--- config.mk ---
export PLATFORM = sky130hd
export DESIGN_NAME = rmii_mac_rx_buf
export DESIGN_NICKNAME = d
export VERILOG_FILES = /design/src/rtl/rmii_mac_rx_buf.sv
export SDC_FILE = /design/constraint.sdc
export NUM_CORES = 1
export LEC_CHECK = 0
export ABC_AREA = 1
export CAP_MARGIN = 10
export CORE_MARGIN = 2
export CORE_UTILIZATION = 65
export CTS_CLUSTER_SIZE = 12
export DETAILED_ROUTE_END_ITERATION = 10
export PLACE_DENSITY = 0.87
export SLEW_MARGIN = 20
export SYNTH_ARGS = -nofsm -noshare
export SYNTH_HDL_FRONTEND = slang
export SYNTH_SLANG_ARGS = --single-unit
--- constraint.sdc ---
create_clock -name clock -period 9.3 [get_ports clock]
set_clock_uncertainty 0.15 [all_clocks]
set_input_delay 1.86 -clock clock [delete_from_list [all_inputs] [get_ports clock]]
set_output_delay 1.86 -clock clock [all_outputs]
set_load 0.005 [all_outputs]
--- src/rtl/rmii_mac_rx_buf.sv ---
// rmii_mac_rx_buf: buffered RMII receive MAC to AXI stream; FCS check enabled by RMII_MAC_RX_BUF_FCS_CHECK_EN
module rmii_mac_rx_buf #(
    parameter int DATA_WIDTH = 8,
    parameter int FIFO_DEPTH = 16,
    parameter int SYNC_DEPTH = 2
) (
    input  logic                  clock,
    input  logic                  arst_n,
    input  logic                  speed_10,
    input  logic [1:0]            rxd,
    input  logic                  crs_dv,
    output logic                  axi_tvalid,
    output logic [DATA_WIDTH-1:0] axi_tdata,
    output logic                  axi_tlast,
    output logic                  axi_tuser,
    input  logic                  axi_tready,
    output logic                  rx_overflow,
    output logic                  rx_fcs_err
);
    localparam int WD = DATA_WIDTH / 2;
    localparam int DW = WD > 1 ? $clog2(WD) : 1;
    localparam int AW = $clog2(WD > 4 ? WD : 4);
    localparam int PW = $clog2(FIFO_DEPTH);

    typedef enum logic [2:0] {IDLE, PRE, DATA, FLUSH, DROP} state_t;
    state_t state, nstate;

    logic [SYNC_DEPTH-1:0][3:0] sy;
    logic                       valid, s_dv, dv_d, rise, stb, seen, take, full_word;
    logic [1:0]                 s_rxd;
    logic [3:0]                 cnt, cur;
    logic [DW-1:0]              dcnt;
    logic [AW-1:0]              acnt;
    logic [DATA_WIDTH-1:0]      asm_q, hold, word;
    logic                       hold_v, fcs_bad, err, push, plast, puser, pop, can_push;
    logic [DATA_WIDTH+1:0]      mem [FIFO_DEPTH];
    logic [DATA_WIDTH+1:0]      din, head;
    logic [PW-1:0]              wp, rp, rp_n;
    logic [PW:0]                fcnt, fcnt_n;

    // The top synchroniser bit marks stages refilled since reset, so a frame
    // already in progress at reset release never looks like a carrier edge.
    assign {valid, s_dv, s_rxd} = sy[SYNC_DEPTH-1];
    assign rise      = valid && s_dv && !dv_d;
    assign cur       = rise ? 4'd0 : cnt;
    assign stb       = !speed_10 || cur == 4'd4;
    assign take      = state == DATA && stb && s_dv;
    assign word      = DATA_WIDTH'({s_rxd, asm_q} >> 2);
    assign full_word = dcnt == DW'(WD - 1);
    assign err       = acnt != '0 || fcs_bad;

`ifdef RMII_MAC_RX_BUF_FCS_CHECK_EN
    logic [31:0] crc, crc_n;
    // Two reflected CRC-32 steps per dibit, bit 0 first
    always_comb begin
        crc_n = crc;
        for (int i = 0; i < 2; i++) crc_n = (crc_n[0] ^ s_rxd[i]) ? (crc_n >> 1) ^ 32'hEDB88320 : crc_n >> 1;
    end
    // CRC restarts during preamble and advances on every data dibit
    always_ff @(posedge clock or negedge arst_n) begin
        if (!arst_n) crc <= '1;
        else if (state == PRE) crc <= '1;
        else if (take) crc <= crc_n;
    end
    assign fcs_bad    = crc != 32'hDEBB20E3;
    assign rx_fcs_err = state == FLUSH && nstate == IDLE && fcs_bad;
`else
    assign fcs_bad    = 1'b0;
    assign rx_fcs_err = 1'b0;
`endif

    // Next state and FIFO push requests
    always_comb begin
        nstate      = state;
        push        = 1'b0;
        plast       = 1'b0;
        puser       = 1'b0;
        rx_overflow = 1'b0;
        case (state)
            IDLE: nstate = rise ? PRE : IDLE;
            PRE: if (stb) nstate = !s_dv ? IDLE : (seen && s_rxd == 2'b11) ? DATA : PRE;
            DATA: begin
                if (stb && !s_dv) nstate = FLUSH;
                else if (take && full_word && hold_v) begin
                    push        = can_push;
                    rx_overflow = !can_push;
                    nstate      = can_push ? DATA : DROP;
                end
            end
            FLUSH: begin
                push   = hold_v && can_push;
                plast  = 1'b1;
                puser  = err;
                nstate = (!hold_v || can_push) ? IDLE : FLUSH;
            end
            DROP: begin
                push   = hold_v && can_push;
                plast  = 1'b1;
                puser  = 1'b1;
                nstate = ((!hold_v || can_push) && stb && !s_dv) ? IDLE : DROP;
            end
            default: nstate = IDLE;
        endcase
    end

    // Synchroniser, sample strobe counter, FSM state and word assembly
    always_ff @(posedge clock or negedge arst_n) begin
        if (!arst_n) begin
            sy     <= '0;
            dv_d   <= 1'b1;
            cnt    <= '0;
            state  <= IDLE;
            seen   <= 1'b0;
            dcnt   <= '0;
            acnt   <= '0;
            asm_q  <= '0;
            hold   <= '0;
            hold_v <= 1'b0;
        end else begin
            sy    <= {sy[SYNC_DEPTH-2:0], 1'b1, crs_dv, rxd};
            dv_d  <= valid ? s_dv : 1'b1;
            cnt   <= cur == 4'd9 ? 4'd0 : cur + 4'd1;
            state <= nstate;
            seen  <= state == PRE && (seen || (stb && s_rxd == 2'b01));
            if (state == PRE) begin
                dcnt <= '0;
                acnt <= '0;
            end else if (take) begin
                asm_q <= word;
                dcnt  <= full_word ? '0 : dcnt + 1'b1;
                acnt  <= acnt + 1'b1;
            end
            if (take && full_word && !rx_overflow) begin
                hold   <= word;
                hold_v <= 1'b1;
            end else if (push && plast) hold_v <= 1'b0;
        end
    end

    // Head bypass covers a push landing in an otherwise empty FIFO
    assign pop      = axi_tvalid && axi_tready;
    assign can_push = fcnt != (PW+1)'(FIFO_DEPTH) || pop;
    assign rp_n     = rp + PW'(pop);
    assign fcnt_n   = fcnt + (PW+1)'(push) - (PW+1)'(pop);
    assign din      = {plast, puser, hold};
    assign head     = (push && wp == rp_n) ? din : mem[rp_n];

    // FIFO pointers and registered first-word-fall-through head
    always_ff @(posedge clock or negedge arst_n) begin
        if (!arst_n) begin
            wp         <= '0;
            rp         <= '0;
            fcnt       <= '0;
            axi_tvalid <= 1'b0;
            {axi_tlast, axi_tuser, axi_tdata} <= '0;
        end else begin
            wp         <= wp + PW'(push);
            rp         <= rp_n;
            fcnt       <= fcnt_n;
            axi_tvalid <= fcnt_n != '0;
            if (fcnt_n != '0) {axi_tlast, axi_tuser, axi_tdata} <= head;
        end
    end

    // FIFO storage
    always_ff @(posedge clock) begin
        if (push) mem[wp] <= din;
    end
endmodule

==> flow_summary.json, run 1 <==
{
  "wl_per_cell_um": 21.07,
  "outcome": "complete, no violations",
  "ctsResizeCount": 0,
  "coreArea_mm2": 0.01388,
  "drt_iter0_markers": 812,
  "vias": 6377,
  "cp.arrival_ns": 3.47,
  "placedCellCount": 975,
  "cts_tree": "done",
  "fmax_mhz": 182.4,
  "synth_largest_area_cell": "edfxtp_1",
  "first_pass_iters": 7,
  "ys_warn_count": 0,
  "dp_hpwl_um": 12740,
  "synth_compound_area_share_pct": 10.28,
  "tightest_slew_ns": 1.057,
  "synthFlopType": "edfxtp_1",
  "synth_cells": 810,
  "ff2ff_path_depth": 15,
  "die_x_um": 123.4,
  "asyncSetResetFlopFracSynth_pct": 27.27,
  "synth_enable_flop_cells": 160,
  "tns_ns": 0,
  "yosysSeqAreaShare_pct": 68.08,
  "grt_usage_pct": 29.50,
  "via_per_inst": 6.283,
  "drv_cap": 0,
  "slew_viol_final": 0,
  "required_ns": 7.29,
  "numCtsBuffers": 22,
  "hp-start": "sy[1]$_DFF_PN0_",
  "finalCritPeriodShare_pct": 58.95,
  "cts_max_path_buffers": 3,
  "synthTopCellsByArea": "edfxtp_1, dfrtp_1, nor2_1, o21ai_0, nand2_1",
  "power_density_mw_per_mm2": 371.0,
  "synthAdderAreaFrac_pct": 1.837,
  "synth_xor_area_share_pct": 0.8509,
  "fin_area_mm2": 0.01019,
  "syn-num-nets": 830,
  "regToRegEndpoint": "axi_tuser$_DFFE_PN0P_",
  "final_antenna_net_count": 0,
  "fill_cells": 833,
  "postCtsHoldBufs": 0,
  "setup_viol": 0,
  "hold_viol_final": 0,
  "antenna_found_initial": 0,
  "period_minus_slack_ns": 5.482,
  "place.gp.congestion": 0.9537,
  "holdPathStages": 0,
  "syn_area_mm2": 0.009264,
  "r2r_start": "state[2]$_DFFE_PN0P_",
  "cts.sinks": 220,
  "routed_wl_um": 21390,
  "worstSetupEndpointType": "output port",
  "critPathLaunchType": "input pin",
  "diodes": 0,
  "reg2reg_slack_ns": 4.74,
  "synth_seq_cells": 220,
  "area_delta_synth_final_pct": 9.954,
  "drive_gt1_share_pct": 6.826,
  "total_power_w": 0.003779,
  "rsz0062_at_grt": "false",
  "path_max_fanout": 8,
  "grt_start_max_net_pins": 83,
  "vdd_ir_drop_max_mv": 0.3054,
  "overflow": 0,
  "ios": 20,
  "synth_top_family_by_area": "simple AND/OR/NAND/NOR gates",
  "grt_pass1_vias": 6355,
  "grt_pass1_wl_um": 33530,
  "placement.io_buffers": 18,
  "dieArea_mm2": 0.01522,
  "finalWorstSetupSlack_ns": 3.818,
  "syn_area_per_cell_um2": 11.44,
  "path_class": "input pin to output port",
  "pre_cts_ws_ns": 3.594,
  "hp-class": "flip-flop to flip-flop",
  "cellLeakagePower_nw": 3.843,
  "synth-simple-area-share_pct": 14.05,
  "die_y_um": 123.4,
  "ys_types": 41,
  "rows": 43,
  "muxShareOfSynthArea_pct": 0,
  "final_nets": 839,
  "postCtsSetupBuffers": 0,
  "insertion_delay_ns": 0.51,
  "postPlaceCellArea_mm2": 0.009515,
  "drc": 0,
  "initial_core_util_pct": 66.74,
  "path_clk_slew_ns": 0.06,
  "slew_headroom_pct": 29.25,
  "synth_top_area_share_pct": 51.86,
  "hold-path-endpoint": "s_rxd[1]$_DFF_PN0_",
  "clockRootBuffer": "clkbuf_16",
  "fin_cells": 1015,
  "htree_levels": 1
}
==> worst max-delay path, cell delays in order <==
cell             delay (ns)
clkdlybuf4s50_1        0.46
inv_1                  0.04
o21bai_4               0.21
a21oi_1                0.18
nand2_1                0.07
nor2_1                 0.13
clkdlybuf4s50_1        0.52
==> cell usage after synthesis (5+ instances only) <==
master and count:
inv_1 61, o211ai_1 38, o21ai_0 96, nand2_1 86
dfrtp_1 59, xor2_1 7, nor3_1 6, inv_2 5
buf_2 15, nand3_1 49, edfxtp_1 160, nor2_1 148
a21oi_1 6, ha_1 12, clkbuf_1 17
==> final cells by class <==
type	instances	area [um^2]	share of cell area, %
clock buffer	40	659.4	6.473
multi-input combinational	484	2526	24.80
sequential	220	6307	61.92
inverter	68	255.2	2.506
tap	180	225.2	2.211
timing repair buffer	23	212.7	2.088
==> sequential cells by signal (all words and copies together) (netlist names) <==
signal	count
s_rxd	2
s_dv	1
rp	4
dcnt	2
axi_tuser	1
state	3
hold_v	1
mem	160
sy	5
fcnt	5
hold	8
asm_q	6
axi_tlast	1
axi_tdata	8
axi_tvalid	1
seen	1
dv_d	1
acnt	2
cnt	4
wp	4
==> worst max-delay path by stage <==
stage | start | to | cells past startpoint
2_1_floorplan | speed_10 | rx_overflow | 5
3_3_place_gp | speed_10 | rx_overflow | 7
3_5_place_dp | axi_tready | axi_tuser$_DFFE_PN0P_ | 15
4_1_cts | speed_10 | rx_overflow | 7
5_1_grt | speed_10 | rx_overflow | 7
6_report | speed_10 | rx_overflow | 7
==> per-layer routing <==
layer,global-route usage (%),routed length (um),up-vias
met5,0,0,-
met1,39.16,7857,3072
li1,-,-,2818
met4,12.71,719,0
met2,48.04,10600,415
met3,5.766,2209,72
==> cell usage in the layout, fill, tap and decap left out, types with 2 or more instances in the layout <==
master / instances
a21oi_1: 6
clkbuf_1: 15
inv_1: 61
xor2_1: 7
edfxtp_1: 160
o21ai_1: 3
dfrtp_1: 59
clkdlybuf4s50_1: 17
conb_1: 2
nand3_4: 3
ha_2: 2
o221ai_1: 2
nand2_2: 3
o22ai_1: 4
o21ai_0: 95
clkinv_1: 2
clkbuf_8: 2
o211ai_1: 38
buf_4: 5
nand2_1: 86
inv_2: 5
nand3_1: 49
nand3_2: 2
clkbuf_16: 23
o31ai_1: 3
nor3_1: 6
ha_1: 10
nor2_1: 148
o21bai_4: 2
==> kinds of logic after synthesis <==
family                     Yosys count
other                                2
buffers and inverters              106
xor gates and xnor gates             9
DFF                                220
AOI/OAI and AO/OA                  157
adders and majority gates           13
and+or+nand+nor                    303
==> power by group <==
group	total (W)	switching [W]	internal, W
registers	0.00144	0.000180	0.00126
clock network	0.000822	0.000347	0.000475
logic	0.00152	0.00104	0.000476
total	0.00378	0.00157	0.00221
==> metrics by stage <==
stage	util (%)	hold WS [ns]
after floorplan	-	0.1812
after global placement	68.55	0.1818
after detailed placement	68.55	0.1847
after CTS	73.30	0.1976
after global routing	73.38	0.2061
final	73.38	0.1969
Note: power is estimated with default switching activity, not from simulation.
==> run 2, diff against run 1 <==
--- a/config.mk
+++ b/config.mk
@@ -8,10 +8,10 @@
 export ABC_AREA = 1
 export CAP_MARGIN = 10
 export CORE_MARGIN = 2
-export CORE_UTILIZATION = 65
+export CORE_UTILIZATION = 62
 export CTS_CLUSTER_SIZE = 12
 export DETAILED_ROUTE_END_ITERATION = 10
-export PLACE_DENSITY = 0.87
+export PLACE_DENSITY = 0.84
 export SLEW_MARGIN = 20
 export SYNTH_ARGS = -nofsm -noshare
 export SYNTH_HDL_FRONTEND = slang
==> constraint.sdc (replaced) <==
create_clock -name clock -period 5.38 [get_ports clock]
set_clock_uncertainty 0.15 [all_clocks]
set_input_delay 1.076 -clock clock [delete_from_list [all_inputs] [get_ports clock]]
set_output_delay 1.076 -clock clock [all_outputs]
set_load 0.005 [all_outputs]
==> flow_summary.json, run 2 (synthesis results as in run 1) <==
{
  "top_register": "mem",
  "dieArea_mm2": 0.01594,
  "cts.sinks": 220,
  "vias": 6188,
  "final_cell_mix": "edfxtp_1, nor2_1, o21ai_0",
  "path_max_fanout": 16,
  "cts_max_path_buffers": 3,
  "vdd_ir_drop_max_mv": 0.4433,
  "final_util_pct": 69.84,
  "total_power_w": 0.006481,
  "insertion_delay_ns": 0.51,
  "finalWorstSetupSlack_ns": 1.065,
  "critPathLaunchType": "input pin",
  "placement.io_buffers": 18,
  "cp.arrival_ns": 4.54,
  "dp_hpwl_um": 12250,
  "grt_usage_pct": 26.49,
  "diodes": 0,
  "grt_pass1_vias": 6187,
  "switching_share_pct": 41.28,
  "first_pass_iters": 6,
  "drv_cap": 0,
  "pre_cts_ws_ns": 0.6551,
  "crit_slowest_cell": "o21bai_4",
  "ctsResizeCount": 0,
  "power_frac_comb_pct": 39.6,
  "ios": 20,
  "grt_pass1_wl_um": 32870,
  "period_minus_slack_ns": 4.315,
  "path_class": "input pin to flip-flop",
  "postCtsSetupBuffers": 0,
  "clkPwrFrac_pct": 22.0,
  "cts_tree": "done",
  "required_ns": 5.60,
  "final_antenna_net_count": 0,
  "drive_gt1_share_pct": 6.930,
  "tns_ns": 0,
  "hp-class": "flip-flop to flip-flop",
  "routed_wl_um": 20590,
  "finalCritPeriodShare_pct": 80.20,
  "die_y_um": 126.2,
  "hold_viol_final": 0,
  "overflow": 0,
  "area_delta_synth_final_pct": 9.981,
  "slew_viol_final": 0,
  "clockRootBuffer": "clkbuf_16",
  "numCtsBuffers": 23,
  "rows": 44,
  "drc": 0,
  "internal-power_w": 0.003806,
  "fill_cells": 961,
  "slew_headroom_pct": 29.16,
  "die_x_um": 126.2,
  "tightest_slew_ns": 1.055,
  "path_clk_slew_ns": 0.06,
  "net-switching-power_w": 0.002676,
  "coreArea_mm2": 0.01459,
  "power_density_mw_per_mm2": 636.1,
  "fmax_mhz": 231.8,
  "rsz0062_at_grt": "false",
  "p_seq_share_pct": 38.3,
  "path_common_cell": "nand2_1",
  "layout_commonest_cell": "edfxtp_1",
  "initial_core_util_pct": 63.50,
  "largest_register_ffs": 160,
  "cellLeakagePower_nw": 3.843,
  "drt_iter0_markers": 874,
  "crit_chain": "clkdlybuf4s50_1 > nand2_1 > nand2_1 > inv_1 > o21bai_4 > ha_1 > inv_1 > fa_1 > o21ai_0 > xor2_1 > nand3_1 > clkinv_1 > nand2_1 > nand2_1",
  "timing.hold.ws_ns": 0.1999,
  "outcome": "complete, no violations",
  "wl_per_cell_um": 20.17,
  "postCtsHoldBufs": 0,
  "place.gp.congestion": 0.8827,
  "final_nets": 841,
  "max_stage_delay_ns": 0.48,
  "grt_start_max_net_pins": 83,
  "htree_levels": 1,
  "via_per_inst": 6.061,
  "antenna_found_initial": 0,
  "worstSetupEndpointType": "flip-flop",
  "setup_viol": 0
}
-- run 2: path summary, 6_finish.rpt --
| check | cells past startpoint | slack, ns | endpoint | from |
|---|---|---|---|---|
| worst max-delay path | 14 | 1.07 | axi_tuser$_DFFE_PN0P_ | axi_tready |
| worst min-delay path | 0 | 0.20 | s_dv$_DFF_PN0_ | sy[2]$_DFF_PN0_ |
| worst max register to register | 15 | 1.31 | axi_tuser$_DFFE_PN0P_ | state[2]$_DFFE_PN0P_ |
| worst min register to register | 0 | 0.20 | s_dv$_DFF_PN0_ | sy[2]$_DFF_PN0_ |
| max in group asynchronous | 2 | 4.01 | rp[0]$_DFF_PN0_ | arst_n |
| min in group asynchronous | 2 | 0.59 | sy[1]$_DFF_PN0_ | arst_n |
-- run 2: power groups by stage --
| stage | sequential [W] | clock (W) | combinational, W |
|---|---|---|---|
| floorplan | 0.00237 | 0 | 0.00181 |
| global placement | 0.00249 | 0 | 0.00237 |
| finish | 0.00248 | 0.00143 | 0.00257 |
| global route | 0.00251 | 0.00150 | 0.00285 |
| CTS | 0.00247 | 0.00143 | 0.00254 |
| detailed placement | 0.00250 | 0 | 0.00249 |
-- run 2: cell type report --
type	instances	area (um^2)	share of cell area [%]
inverter	68	255.2	2.505
multi-input combinational	484	2515	24.68
clock buffer	38	641.9	6.300
timing repair buffer	24	220.2	2.161
tap	184	230.2	2.260
sequential	220	6307	61.91
clock inverter	3	18.77	0.1842
-- run 2: metal layers --
metal | global-route usage [%] | vias up | part of all wire, %
met4 | 8.080 | 0 | 3.0
met5 | 0 | - | 0
met2 | 42.13 | 320 | 48
met1 | 38.53 | 2993 | 41
met3 | 4.078 | 50 | 8.9
li1 | - | 2825 | -
-- run 2: worst max-delay path, delay by kind of cell --
kind	cells	cell delay, ns
simple gates	5	0.91
compound gates	2	0.71
fa+ha+maj	2	0.67
xor+xnor	1	0.12
buf+inv	4	1.05
-- run 2: metrics by stage --
| step | instance area, um^2 | std cells |
|---|---|---|
| global placement | 9528 | 980 |
| CTS | 10190 | 1021 |
| floorplan | 9264 | 810 |
| global route | 10190 | 1021 |
| finish | 10190 | 1021 |
| detailed placement | 9528 | 980 |
==> run 3, diff against run 2 <==
==> constraint.sdc (replaced) <==
create_clock -name clock -period 4.35 [get_ports clock]
set_clock_uncertainty 0.15 [all_clocks]
set_input_delay 0.87 -clock clock [delete_from_list [all_inputs] [get_ports clock]]
set_output_delay 0.87 -clock clock [all_outputs]
set_load 0.005 [all_outputs]
==> flow_summary.json, run 3 (synthesis results as in run 1) <==
{
  "fin_cells": 1042,
  "drive_gt1_share_pct": 9.790,
  "final_util_pct": 71.19,
  "critPathLaunch": "axi_tready",
  "grt_usage_pct": 27.45,
  "vias": 6352,
  "switching_share_pct": 41.07,
  "fin_area_mm2": 0.01039,
  "placement.io_buffers": 18,
  "rsz0062_at_grt": "false",
  "hold_viol_final": 0,
  "path_clk_slew_ns": 0.06,
  "slew_headroom_pct": 48.50,
  "ios": 20,
  "layout_commonest_cell": "edfxtp_1",
  "grt_pass1_vias": 6323,
  "area_delta_synth_final_pct": 12.11,
  "first_pass_iters": 6,
  "setup_viol": 0,
  "final_nets": 866,
  "cts.sinks": 220,
  "tightest_slew_ns": 0.7725,
  "rows": 44,
  "final_cell_mix": "edfxtp_1, nor2_1, o21ai_0",
  "grt_start_max_net_pins": 62,
  "grt_pass1_wl_um": 33830,
  "clkPwrFrac_pct": 21.6,
  "internal-power_w": 0.004795,
  "initial_core_util_pct": 63.50,
  "overflow": 0,
  "path_max_fanout": 13,
  "postPlaceCellArea_mm2": 0.009728,
  "cts_max_path_buffers": 3,
  "drt_iter0_markers": 1075,
  "critPathLaunchType": "input pin",
  "path_class": "input pin to flip-flop",
  "drv_cap": 0,
  "cp.arrival_ns": 4.10,
  "finalCritPeriodShare_pct": 88.78,
  "clockRootBuffer": "clkbuf_16",
  "net-switching-power_w": 0.003342,
  "ctsResizeCount": 0,
  "slew_viol_final": 0,
  "largest_register_ffs": 160,
  "drc": 0,
  "insertion_delay_ns": 0.52,
  "power_frac_comb_pct": 40.7,
  "period_minus_slack_ns": 3.862,
  "vdd_ir_drop_max_mv": 0.5561,
  "postCtsSetupBuffers": 0,
  "via_per_inst": 6.096,
  "fmax_mhz": 258.9,
  "coreArea_mm2": 0.01459,
  "final_antenna_net_count": 0,
  "outcome": "complete, no violations",
  "wl_per_cell_um": 20.32,
  "r2r_start": "state[1]$_DFFE_PN0P_",
  "required_ns": 4.59,
  "power_density_mw_per_mm2": 783.5,
  "hp-start": "sy[2]$_DFF_PN0_",
  "top_register": "mem",
  "dp_hpwl_um": 12650,
  "total_power_w": 0.008137,
  "die_y_um": 126.2,
  "routed_wl_um": 21180,
  "numCtsBuffers": 23,
  "die_x_um": 126.2,
  "cts_tree": "done",
  "hp-class": "flip-flop to flip-flop",
  "diodes": 0,
  "postCtsHoldBufs": 0,
  "worstSetupEndpointType": "flip-flop",
  "tns_ns": 0,
  "cellLeakagePower_nw": 3.978,
  "place.gp.congestion": 0.8854,
  "htree_levels": 1,
  "p_seq_share_pct": 37.7,
  "placedCellCount": 1005,
  "dieArea_mm2": 0.01594,
  "antenna_found_initial": 0
}
[run 3: path summary, 6_finish.rpt]
path | end | slack (ns) | cells past startpoint
max | axi_tdata[6]$_DFFE_PN0P_ | 0.49 | 15
min in group asynchronous | axi_tuser$_DFFE_PN0P_ | 0.25 | 1
max reg2reg | axi_tdata[6]$_DFFE_PN0P_ | 0.52 | 15
min | s_dv$_DFF_PN0_ | 0.20 | 0
max in group asynchronous | dv_d$_DFF_PN1_ | 2.90 | 2
min reg2reg | s_dv$_DFF_PN0_ | 0.20 | 0
[run 3: critical path: stages]
cell	delay, ns
clkdlybuf4s50_1	0.47
nand2_1	0.08
nand2_1	0.18
inv_1	0.15
nor2_1	0.20
o21bai_4	0.17
ha_1	0.19
inv_1	0.06
fa_1	0.40
o21ai_0	0.24
xor2_1	0.12
nand3_1	0.36
clkinv_1	0.38
nand2_1	0.17
nand2_1	0.07
[run 3: power groups by stage]
stage	Sequential (W)	Combinational (W)	Clock (W)
after floorplan	0.00293	0.00223	0
after global placement	0.00307	0.00304	0
after detailed placement	0.00309	0.00321	0
after CTS	0.00306	0.00326	0.00176
after global routing	0.00310	0.00364	0.00186
final	0.00307	0.00331	0.00176
[run 3: routing by layer]
metal / share of wire [%] / GRT usage (%) / vias up
li1: - / - / 2867
met1: 38 / 36.67 / 3081
met2: 49 / 45.41 / 351
met3: 9.9 / 4.970 / 53
met4: 3.0 / 10.67 / 0
met5: 0 / 0 / -
[run 3: stage by stage]
step | worst slack (ns) | hold WS [ns]
4_1_cts | 0.5939 | 0.2029
5_1_grt | 0.1186 | 0.2064
2_1_floorplan | 0.9964 | 0.1812
3_3_place_gp | 0.2987 | 0.1835
3_5_place_dp | 0.09704 | 0.1902
6_report | 0.4879 | 0.2033
[run 3: area by class of cell]
| class | instances | area (um^2) |
|---|---|---|
| timing repair buffer | 49 | 420.4 |
| fill | 910 | 4203 |
| sequential | 220 | 6307 |
| inverter | 68 | 255.2 |
| clock buffer | 32 | 629.4 |
| multi-input combinational | 484 | 2515 |
| tap | 184 | 230.2 |
| clock inverter | 5 | 28.78 |
